--- config.mk ---
export PLATFORM = sky130hd
export DESIGN_NAME = digit_serial_receiver
export DESIGN_NICKNAME = d
export VERILOG_FILES = /design/src/rtl/digit_serial_receiver.sv
export SDC_FILE = /design/constraint.sdc
export NUM_CORES = 1
export LEC_CHECK = 0
export CORE_MARGIN = 4
export CORE_UTILIZATION = 45
export DETAILED_ROUTE_END_ITERATION = 8
export PLACE_DENSITY = 0.71
export SLEW_MARGIN = 0
export SYNTH_ARGS = -nofsm -noshare
export SYNTH_HDL_FRONTEND = slang
export SYNTH_SLANG_ARGS = --single-unit
--- constraint.sdc ---
create_clock -name clk -period 7 [get_ports clk]
set_clock_uncertainty 0.1 [all_clocks]
set_input_delay 1.4 -clock clk [delete_from_list [all_inputs] [get_ports clk]]
set_output_delay 1.4 -clock clk [all_outputs]
set_load 0.05 [all_outputs]
--- src/rtl/digit_serial_receiver.sv ---
// Digit-timing receive end: checks the one-hot digit sequence, assembles serial bits
// into a parallel word, and offers each completed word on a valid/ready handshake.
module digit_serial_receiver #(
  parameter int unsigned DIGITS    = 36,
  parameter bit          LSB_FIRST = 1'b1
) (
  input  logic              clk,
  input  logic              rst_n,
  input  logic [DIGITS-1:0] digit_strobe,
  input  logic              serial_in,
  input  logic              enable,
  output logic [DIGITS-1:0] word,
  output logic              word_valid,
  input  logic              word_ready,
  output logic              sync_err,
  output logic              overrun,
  output logic [5:0]        digit_idx
);

  localparam int unsigned   IW   = 6;
  localparam logic [IW-1:0] LAST = IW'(DIGITS - 1);

  typedef enum logic {HUNT, ASM} state_t;

  state_t            state_q, state_d;
  logic [IW-1:0]     exp_q, exp_d;
  logic [DIGITS-1:0] sreg_q, sreg_d;
  logic [DIGITS-1:0] word_q, word_d;
  logic              valid_q, valid_d;
  logic              sync_err_q, sync_err_d;
  logic              overrun_q, overrun_d;

  logic [IW-1:0]     exp_pos;
  logic [DIGITS-1:0] exp_mask, zero_mask, base;
  logic              hit_exp, hit_zero, complete, xfer;

  // Word bit positions for the expected digit and for digit 0
  assign exp_pos   = LSB_FIRST ? exp_q : LAST - exp_q;
  assign exp_mask  = DIGITS'(1) << exp_pos;
  assign zero_mask = LSB_FIRST ? DIGITS'(1) : (DIGITS'(1) << LAST);

  assign hit_exp  = (digit_strobe == (DIGITS'(1) << exp_q));
  assign hit_zero = (digit_strobe == DIGITS'(1));
  assign xfer     = valid_q && word_ready;
  // Digit 0 always starts a fresh word
  assign base     = (exp_q == '0) ? '0 : sreg_q;

  always_ff @(posedge clk or negedge rst_n) begin
    if (!rst_n) begin
      state_q    <= HUNT;
      exp_q      <= '0;
      sreg_q     <= '0;
      word_q     <= '0;
      valid_q    <= 1'b0;
      sync_err_q <= 1'b0;
      overrun_q  <= 1'b0;
    end else begin
      state_q    <= state_d;
      exp_q      <= exp_d;
      sreg_q     <= sreg_d;
      word_q     <= word_d;
      valid_q    <= valid_d;
      sync_err_q <= sync_err_d;
      overrun_q  <= overrun_d;
    end
  end

  always_comb begin
    state_d    = state_q;
    exp_d      = exp_q;
    sreg_d     = sreg_q;
    word_d     = word_q;
    valid_d    = valid_q;
    sync_err_d = 1'b0;
    overrun_d  = 1'b0;
    complete   = 1'b0;

    if (!enable) begin
      state_d = HUNT;
      exp_d   = '0;
      sreg_d  = '0;
    end else if (state_q == ASM && hit_exp) begin
      sreg_d   = serial_in ? (base | exp_mask) : (base & ~exp_mask);
      complete = (exp_q == LAST);
      exp_d    = complete ? '0 : exp_q + IW'(1);
    end else begin
      // A mismatch in ASM is flagged, then the strobe is re-judged as in HUNT
      sync_err_d = (state_q == ASM);
      if (hit_zero) begin
        state_d = ASM;
        exp_d   = IW'(1);
        sreg_d  = serial_in ? zero_mask : '0;
      end else begin
        state_d = HUNT;
        exp_d   = '0;
        sreg_d  = '0;
      end
    end

    // Output holding register: a completion with an unconsumed word is dropped
    if (complete) begin
      if (!valid_q || xfer) begin
        word_d  = sreg_d;
        valid_d = 1'b1;
      end else begin
        overrun_d = 1'b1;
      end
    end else if (xfer) begin
      valid_d = 1'b0;
    end
  end

  assign word       = word_q;
  assign word_valid = valid_q;
  assign sync_err   = sync_err_q;
  assign overrun    = overrun_q;
  assign digit_idx  = exp_q;

endmodule

[Word-level counts from Yosys, hierarchy flattened]
Cells that the tools add are included.
Storage, ports and cells
  bits in registers: 82
  logic and storage cells: 47
  output and inout bits: 45
  bits of input ports: 41
Operators by class
  add/subtract/negate cells: 1
  shift operators: 1
  reductions and logical operators: 8
  multiplexer cells: 22
  bitwise operators: 3
  equality and inequality tests: 5
Operators with widths (number)
  36-bit 2-to-1 mux: 4
  36-bit bitwise AND: 1
  36-bit by 1-bit == test with 1-bit output, second input constant: 1
  36-bit == test: 1
  36-bit inverter: 1
  36-bit bitwise OR: 1
  1-bit by 6-bit << shifter with 36-bit output, first input constant: 1
  6-bit 2-to-1 mux: 3
  1-bit 2-to-1 mux: 15
  6-bit by 1-bit adder with 6-bit output, second input constant: 1
  6-bit == test, second input constant: 1
  6-bit zero test: 1
  2-bit AND reduction: 2
  1-bit logical AND: 2
  2-bit by 1-bit inequality test with 1-bit output, second input constant: 1
  2-bit inequality test, second input constant: 1
  2-bit nonzero test: 1
  1-bit zero test: 1
  1-bit logical OR: 1

[Logic depth before layout (Yosys ltp)]
Gate-level depths: netlist of run 1.
  word-level depth: 7
  depth in mapped cells: 13
  depth with buffers taken out: 9

[Worst setup path after synthesis of run 1]
OpenSTA, ideal clock, no wires.
  kind: reg2reg
  start point: register exp_q[2], in the netlist digit_idx[2]
  end point: register word_q[18], in the netlist word[18]
  cell stages (with the launch flop): 14
  path buffers: 4
  period minus slack after synthesis: 4.012 ns
  slack: 2.988 ns
  data required time: 6.773 ns
  arrival time: 3.784 ns
  library setup time: 0.127 ns
  cells stage by stage: dfrtp_1 -> clkbuf_1 -> clkbuf_1 -> inv_1 -> ha_1 -> nor4bb_1 -> xnor2_1 -> o2111ai_1 -> or4_1 -> nor4_1 -> and4_1 -> buf_6 -> buf_12 -> mux2_1
Between the ends
  cells in the longest elaborated chain, start to end: 6
  elaborated cells on any way between the ends: 15
  those cells by class: eq/ne (2); shift (1); mux (6); bitwise (3); reduce/logical (3)
RTL lines
  start, declared: RTL line 26  | logic [IW-1:0] exp_q, exp_d;
  start signal, assigned: RTL line 59  | exp_q <= exp_d;
  1-bit by 6-bit << shifter with 36-bit output / 6-bit zero test (equally long branches): RTL line 39, 42, 46
  36-bit == test (tied with other cells): RTL line 42  | assign hit_exp = (digit_strobe == (DIGITS'(1) << exp_q));
  1-bit logical AND (tied with other cells): RTL line 82  | end else if (state_q == ASM && hit_exp) begin
  1-bit 2-to-1 mux / 36-bit 2-to-1 mux (equally long branches): RTL line 82, 83
  1-bit 2-to-1 mux / 36-bit 2-to-1 mux (equally long branches): RTL line 78, 82
  2-bit AND reduction (no source line) / 36-bit 2-to-1 mux (equally long branches)
  end signal, assigned: RTL line 61  | word_q <= word_d;
  end, declared: RTL line 28  | logic [DIGITS-1:0] word_q, word_d;
Parallel ways exist; a longest one is shown, timed or not.
A chain may end at the register's enable or synchronous reset.

[Final worst setup path of run 1]
  start point: register exp_q[0], in the netlist digit_idx[0]
  end point: register word_q[34], in the netlist word[34]
The elaborated chain is that of the path after synthesis.

==> impl_metrics.json, run 1 <==
{
  "synth_cell_types": 59,
  "drt-pass1-iter-count": 5,
  "avgSynthCellArea_sq_um": 9.17,
  "slowest_stage": "and4_2",
  "leakagePower_uw": 0.00237,
  "die_area_sq_mm": 0.0117,
  "post-synth-top-area-fraction_pct": 45.4,
  "via_count": 4015,
  "worst_setup_path_end_kind": "flip-flop",
  "placed_area_sq_mm": 0.00541,
  "cts_buffers": 9,
  "cts_root_buf": "clkbuf_8",
  "tightest_slew_ps": 1080,
  "grt_max_degree": 83,
  "synth_ff_type": "dfrtp_1",
  "grt_pass1_vias": 3902,
  "nNetsFinal": 611,
  "grt_usage_pct": 22.1,
  "cts_setup_buffers": 0,
  "power_density_mw_per_mm2": 167,
  "max_freq_mhz": 188,
  "dp.cells": 686,
  "dr_wl_met3_um": 988,
  "hold_violations": 0,
  "synthArstFlopShare_pct": 100,
  "place_ws_ps": 1640,
  "clkLatencyLatePin_ps": 360,
  "grt_pass1_wl_um": 20000,
  "crit_family": "simple AND/OR/NAND/NOR gates",
  "maxSlewViolCount": 0,
  "row_count": 36,
  "slew-limit-headroom_pct": 27.8,
  "rsz0062_at_grt": "no",
  "wire_per_inst_um": 17.9,
  "fin_area_sq_mm": 0.00564,
  "synth-seq-area-share_pct": 45.4,
  "synth_area_sq_mm": 0.00452,
  "diodes": 0,
  "cp.buffers_inverters": 1,
  "nFillCells": 897,
  "syn_inst": 493,
  "criticalPathCategory": "flip-flop to flip-flop",
  "syn_nets": 540,
  "postCtsHoldBufs": 0,
  "regArea_sq_mm": 0.00205,
  "ys_ff_latch": 82,
  "clockBufferDepth": 2,
  "critPathMaxStageDelay_ps": 1120,
  "yosys-top-cells-area": "dfrtp_1 (45%), nor2_1 (6.6%), mux2i_1 (6.0%)",
  "cts_sinks": 82,
  "fin_crit_ps": 5320,
  "port_buffers": 85,
  "floorplan.initialDensity_pct": 46.2,
  "yosys.area.top_type": "dfrtp_1",
  "synth_edf_count": 0,
  "wl_um": 12600,
  "cp.required_ps": 7140,
  "drt-met1-wl_um": 5410,
  "ctsResizeCount": 0,
  "cap_violations": 0,
  "cts_max_level": 3,
  "cts_tree": "built",
  "status": "finished clean",
  "die_w_um": 108,
  "core_sq_mm": 0.00977,
  "antenna_found_initial": 0,
  "multi_input_area_sq_mm": 0.00219,
  "irDropWorstVdd_v": 0.0000977,
  "layout_setup_ws_ps": 1680,
  "viasPerCell": 5.72,
  "grt_overflow_total": 0,
  "pin_count": 86,
  "top_layer": "met4",
  "die_h_um": 108,
  "dp_hpwl_um": 8800,
  "ys_warn_count": 0,
  "drive_gt1_share_pct": 5.27,
  "finalHoldWorstSlack_ps": 387,
  "hold_path_class": "flip-flop to flip-flop",
  "gp_congestion": 0.933,
  "cp.arrival_ps": 5460,
  "crit_chain": "inv_1 -> ha_1 -> or3b_1 -> nor2_2 -> nor2_1 -> or4_1 -> nor4_1 -> and4_2 -> mux2_1",
  "route.met2.wl_um": 5900,
  "finalCritPeriodShare_pct": 76.0,
  "fin_cells": 702,
  "area_growth_syn_to_layout_pct": 24.8,
  "drt_iter0_markers": 368,
  "setup-tns-final_ps": 0,
  "finalSetupViolCount": 0,
  "ant_nets": 0,
  "drc": 0,
  "clkSlewWorstSetupHoldPaths_ps": 90,
  "start_kind": "flip-flop",
  "cp_max_fo": 36
}
-- stage by stage --
stage | utilization (%) | power [uW]
global placement | 55.3 | 540
detailed placement | 55.3 | 540
finish | 57.7 | 944
floorplan | - | 497
global route | 57.7 | 971
CTS | 57.7 | 947
-- power by group --
part | switching, uW | leakage [uW] | internal [uW]
Clock | 176 | 0.000114 | 237
Sequential | 0.000000000425 | 0.00100 | 473
Combinational | 30.0 | 0.00125 | 27.6
-- flip-flops by register name, summed over array words and instances, names as in the netlist --
| name | flops |
|---|---|
| sreg_q | 36 |
| word | 36 |
| digit_idx | 6 |
| overrun | 1 |
| state_q | 1 |
| sync_err | 1 |
| word_valid | 1 |
-- synth_stat cells (3+ instances only) --
cell type  instances
dfrtp_1           82
nor2_1            79
nand2_1           37
inv_1             33
mux2i_1           27
a21oi_1           21
clkbuf_1          19
o21ai_0           17
a22oi_1           14
nand3_1           11
xnor2_1           11
mux2_1             9
nand4_1            9
nor4_1             9
nor3_1             8
or3_1              7
ha_1               6
nand2b_1           6
buf_2              5
nand3b_1           5
nor2b_1            5
nor3b_1            5
a32oi_1            4
and3b_1            4
o211ai_1           4
o31a_1             4
xor2_1             4
and2_1             3
buf_6              3
or3b_2             3
-- cells in the final DEF, fill, tap and decap left out, types with 3 or more instances in the layout --
| cell | n |
|---|---|
| nor3_1 | 8 |
| o21ai_0 | 17 |
| nand3_1 | 11 |
| or3_1 | 7 |
| a22oi_1 | 14 |
| buf_4 | 5 |
| nor4_1 | 9 |
| clkbuf_8 | 9 |
| mux2_1 | 9 |
| nor3b_1 | 5 |
| and2_1 | 3 |
| o211ai_1 | 4 |
| ha_1 | 6 |
| nor2b_1 | 5 |
| nand4_1 | 9 |
| a21oi_1 | 21 |
| and3b_1 | 4 |
| nand3b_1 | 5 |
| o31a_1 | 4 |
| xor2_1 | 4 |
| dfrtp_1 | 82 |
| nand2_1 | 37 |
| xnor2_1 | 11 |
| clkdlybuf4s50_1 | 84 |
| a32oi_1 | 4 |
| mux2i_1 | 27 |
| inv_1 | 33 |
| nor2_1 | 79 |
| bufinv_16 | 3 |
| or3b_2 | 3 |
| nand2b_1 | 6 |
-- cell type report --
type,instances,area share [%]
clock inverters,5,1.82
inverters,33,2.20
repair buffers,89,15.6
clock buffers,11,2.33
flip-flops and latches,82,36.4
well taps,133,2.95
multi-input cells,349,38.8
-- cells by family (layout without fill, tap and decap cells) --
family                   count (synthesis)  count (layout)  share of synthesized area, %
XOR/XNOR                                15              15                          2.91
adder cells (fa/ha/maj)                  6               6                          1.66
flip-flops                              82              82                          45.4
AND/OR/NAND/NOR                        210             210                          23.7
AO/OA/AOI/OAI                           82              82                          11.8
buffers and inverters                   62             138                          6.23
multiplexers                            36              36                          8.22
-- routing by layer --
layer | vias to the layer above | track usage (%)
li1 | 1855 | -
met1 | 1934 | 30.0
met2 | 199 | 34.7
met3 | 27 | 4.78
met4 | 0 | 8.30
met5 | - | 0
-- final timing paths --
check	from	to	slack, ps	cells after the start
hold reg to reg	word[4]	word[4]	390	1
setup reg to reg	digit_idx[0]	word[34]	1680	9
setup / recovery	digit_idx[0]	word[34]	1680	9
min in group asynchronous	rst_n	overrun	1110	1
hold / removal	word[4]	word[4]	390	1
max in group asynchronous	rst_n	sreg_q[9]	5030	1
No activity file was read; power rests on OpenSTA's default activity.
==> run 2, diff against run 1 <==
==> constraint.sdc (replaced) <==
create_clock -name clk -period 4.9 [get_ports clk]
set_clock_uncertainty 0.1 [all_clocks]
set_input_delay 0.98 -clock clk [delete_from_list [all_inputs] [get_ports clk]]
set_output_delay 0.98 -clock clk [all_outputs]
set_load 0.05 [all_outputs]
==> impl_metrics.json, run 2 (synthesis gave the netlist of run 1 again) <==
{
  "grt_pass1_wl_um": 20700,
  "maxSlewViolCount": 0,
  "antenna_found_initial": 0,
  "leakagePower_uw": 0.00241,
  "cap_violations": 0,
  "finalCritPeriodShare_pct": 87.0,
  "power_density_mw_per_mm2": 223,
  "drt-met1-wl_um": 5500,
  "cts_root_buf": "clkbuf_8",
  "fin_area_sq_mm": 0.00570,
  "layout_setup_ws_ps": 637,
  "via_count": 3978,
  "drt_iter0_markers": 282,
  "cts_setup_buffers": 0,
  "diodes": 0,
  "layout_commonest_cell": "clkdlybuf4s50_1",
  "clkSlewWorstSetupHoldPaths_ps": 80,
  "ctsResizeCount": 0,
  "dr_wl_met3_um": 1050,
  "cp.arrival_ps": 4440,
  "row_count": 36,
  "status": "finished clean",
  "finalSetupViolCount": 0,
  "grt_overflow_total": 0,
  "cp_max_fo": 19,
  "placed_area_sq_mm": 0.00550,
  "clockBufferDepth": 2,
  "cts_tree": "built",
  "max_freq_mhz": 235,
  "start_kind": "flip-flop",
  "gp_congestion": 0.987,
  "worst_setup_path_end_kind": "flip-flop",
  "cts_max_level": 3,
  "cts_buffers": 9,
  "postCtsHoldBufs": 0,
  "total_power_uw": 1270,
  "die_h_um": 108,
  "ant_nets": 0,
  "grt_max_degree": 83,
  "wl_um": 12800,
  "drt-pass1-iter-count": 5,
  "hold_violations": 0,
  "area_growth_syn_to_layout_pct": 26.2,
  "grt_usage_pct": 22.8,
  "dp_hpwl_um": 9240,
  "tightest_slew_ps": 1020,
  "wire_per_inst_um": 18.0,
  "route.met2.wl_um": 5880,
  "slew-limit-headroom_pct": 31.9,
  "nNetsFinal": 623,
  "place_ws_ps": 662,
  "die_area_sq_mm": 0.0117,
  "viasPerCell": 5.57,
  "top_layer": "met4",
  "mostFrequentLayoutCells": "clkdlybuf4s50_1 (84), dfrtp_1 (82), nor2_1 (79)",
  "grt_pass1_vias": 4004,
  "nFillCells": 878,
  "criticalPathCategory": "flip-flop to flip-flop",
  "setup-tns-final_ps": 0,
  "pin_count": 86,
  "cts_sinks": 82,
  "rsz0062_at_grt": "no",
  "cp.required_ps": 5070,
  "fin_crit_ps": 4260,
  "drive_gt1_share_pct": 7.40,
  "core_sq_mm": 0.00977,
  "floorplan.initialDensity_pct": 46.2,
  "die_w_um": 108,
  "clkLatencyLatePin_ps": 360,
  "port_buffers": 85,
  "hold_path_class": "flip-flop to flip-flop",
  "drc": 0,
  "irDropWorstVdd_v": 0.000128
}
==> run 2: routing by layer <==
layer  track usage [%]  up-vias
met3              5.55       36
met1              30.1     1885
met2              36.2      177
met5                 0        -
met4              9.11        0
li1                  -     1880
==> run 2: worst paths after layout <==
path                               from      endpoint  slack (ps)  cells after the start
setup / recovery           digit_idx[0]      word[14]         640                     11
hold / removal                  word[4]       word[4]         390                      1
setup reg to reg           digit_idx[0]      word[14]         640                     11
hold reg to reg                 word[4]       word[4]         390                      1
max in group asynchronous         rst_n    sreg_q[29]        3340                      1
min in group asynchronous         rst_n  digit_idx[4]         680                      1
==> run 2: final cells by class <==
type	count	area (sq um)	area share (%)
repair buffers	101	968	17.0
multi-input cells	349	2190	38.4
flip-flops and latches	82	2050	36.0
inverters	33	124	2.17
clock inverters	5	62.6	1.10
well taps	133	166	2.92
clock buffers	11	141	2.48
==> run 2: metrics by stage <==
step / hold slack (ps) / util [%] / instances
after floorplan: 369 / - / 493
after detailed placement: 374 / 56.2 / 698
after global routing: 418 / 58.3 / 714
after CTS: 394 / 58.3 / 714
after global placement: 370 / 56.2 / 698
final: 387 / 58.3 / 714
==> run 2: worst max-delay path: stages, from the launching register on <==
cell	delay, ps
dfrtp_1	460
ha_1	310
ha_1	280
nor4bb_1	670
xnor2_1	190
o2111ai_1	120
or4_1	490
nor4_1	330
buf_4	210
and4_2	360
buf_4	400
mux2i_1	240
==> run 2: report_power, final <==
group | total, uW | leakage [uW] | switching [uW] | internal [uW]
sequential | 676 | 0.00100 | 0.000000000602 | 676
clock | 512 | 0.0000962 | 260 | 252
combinational | 81.6 | 0.00131 | 42.1 | 39.5
total | 1270 | 0.00241 | 302 | 968
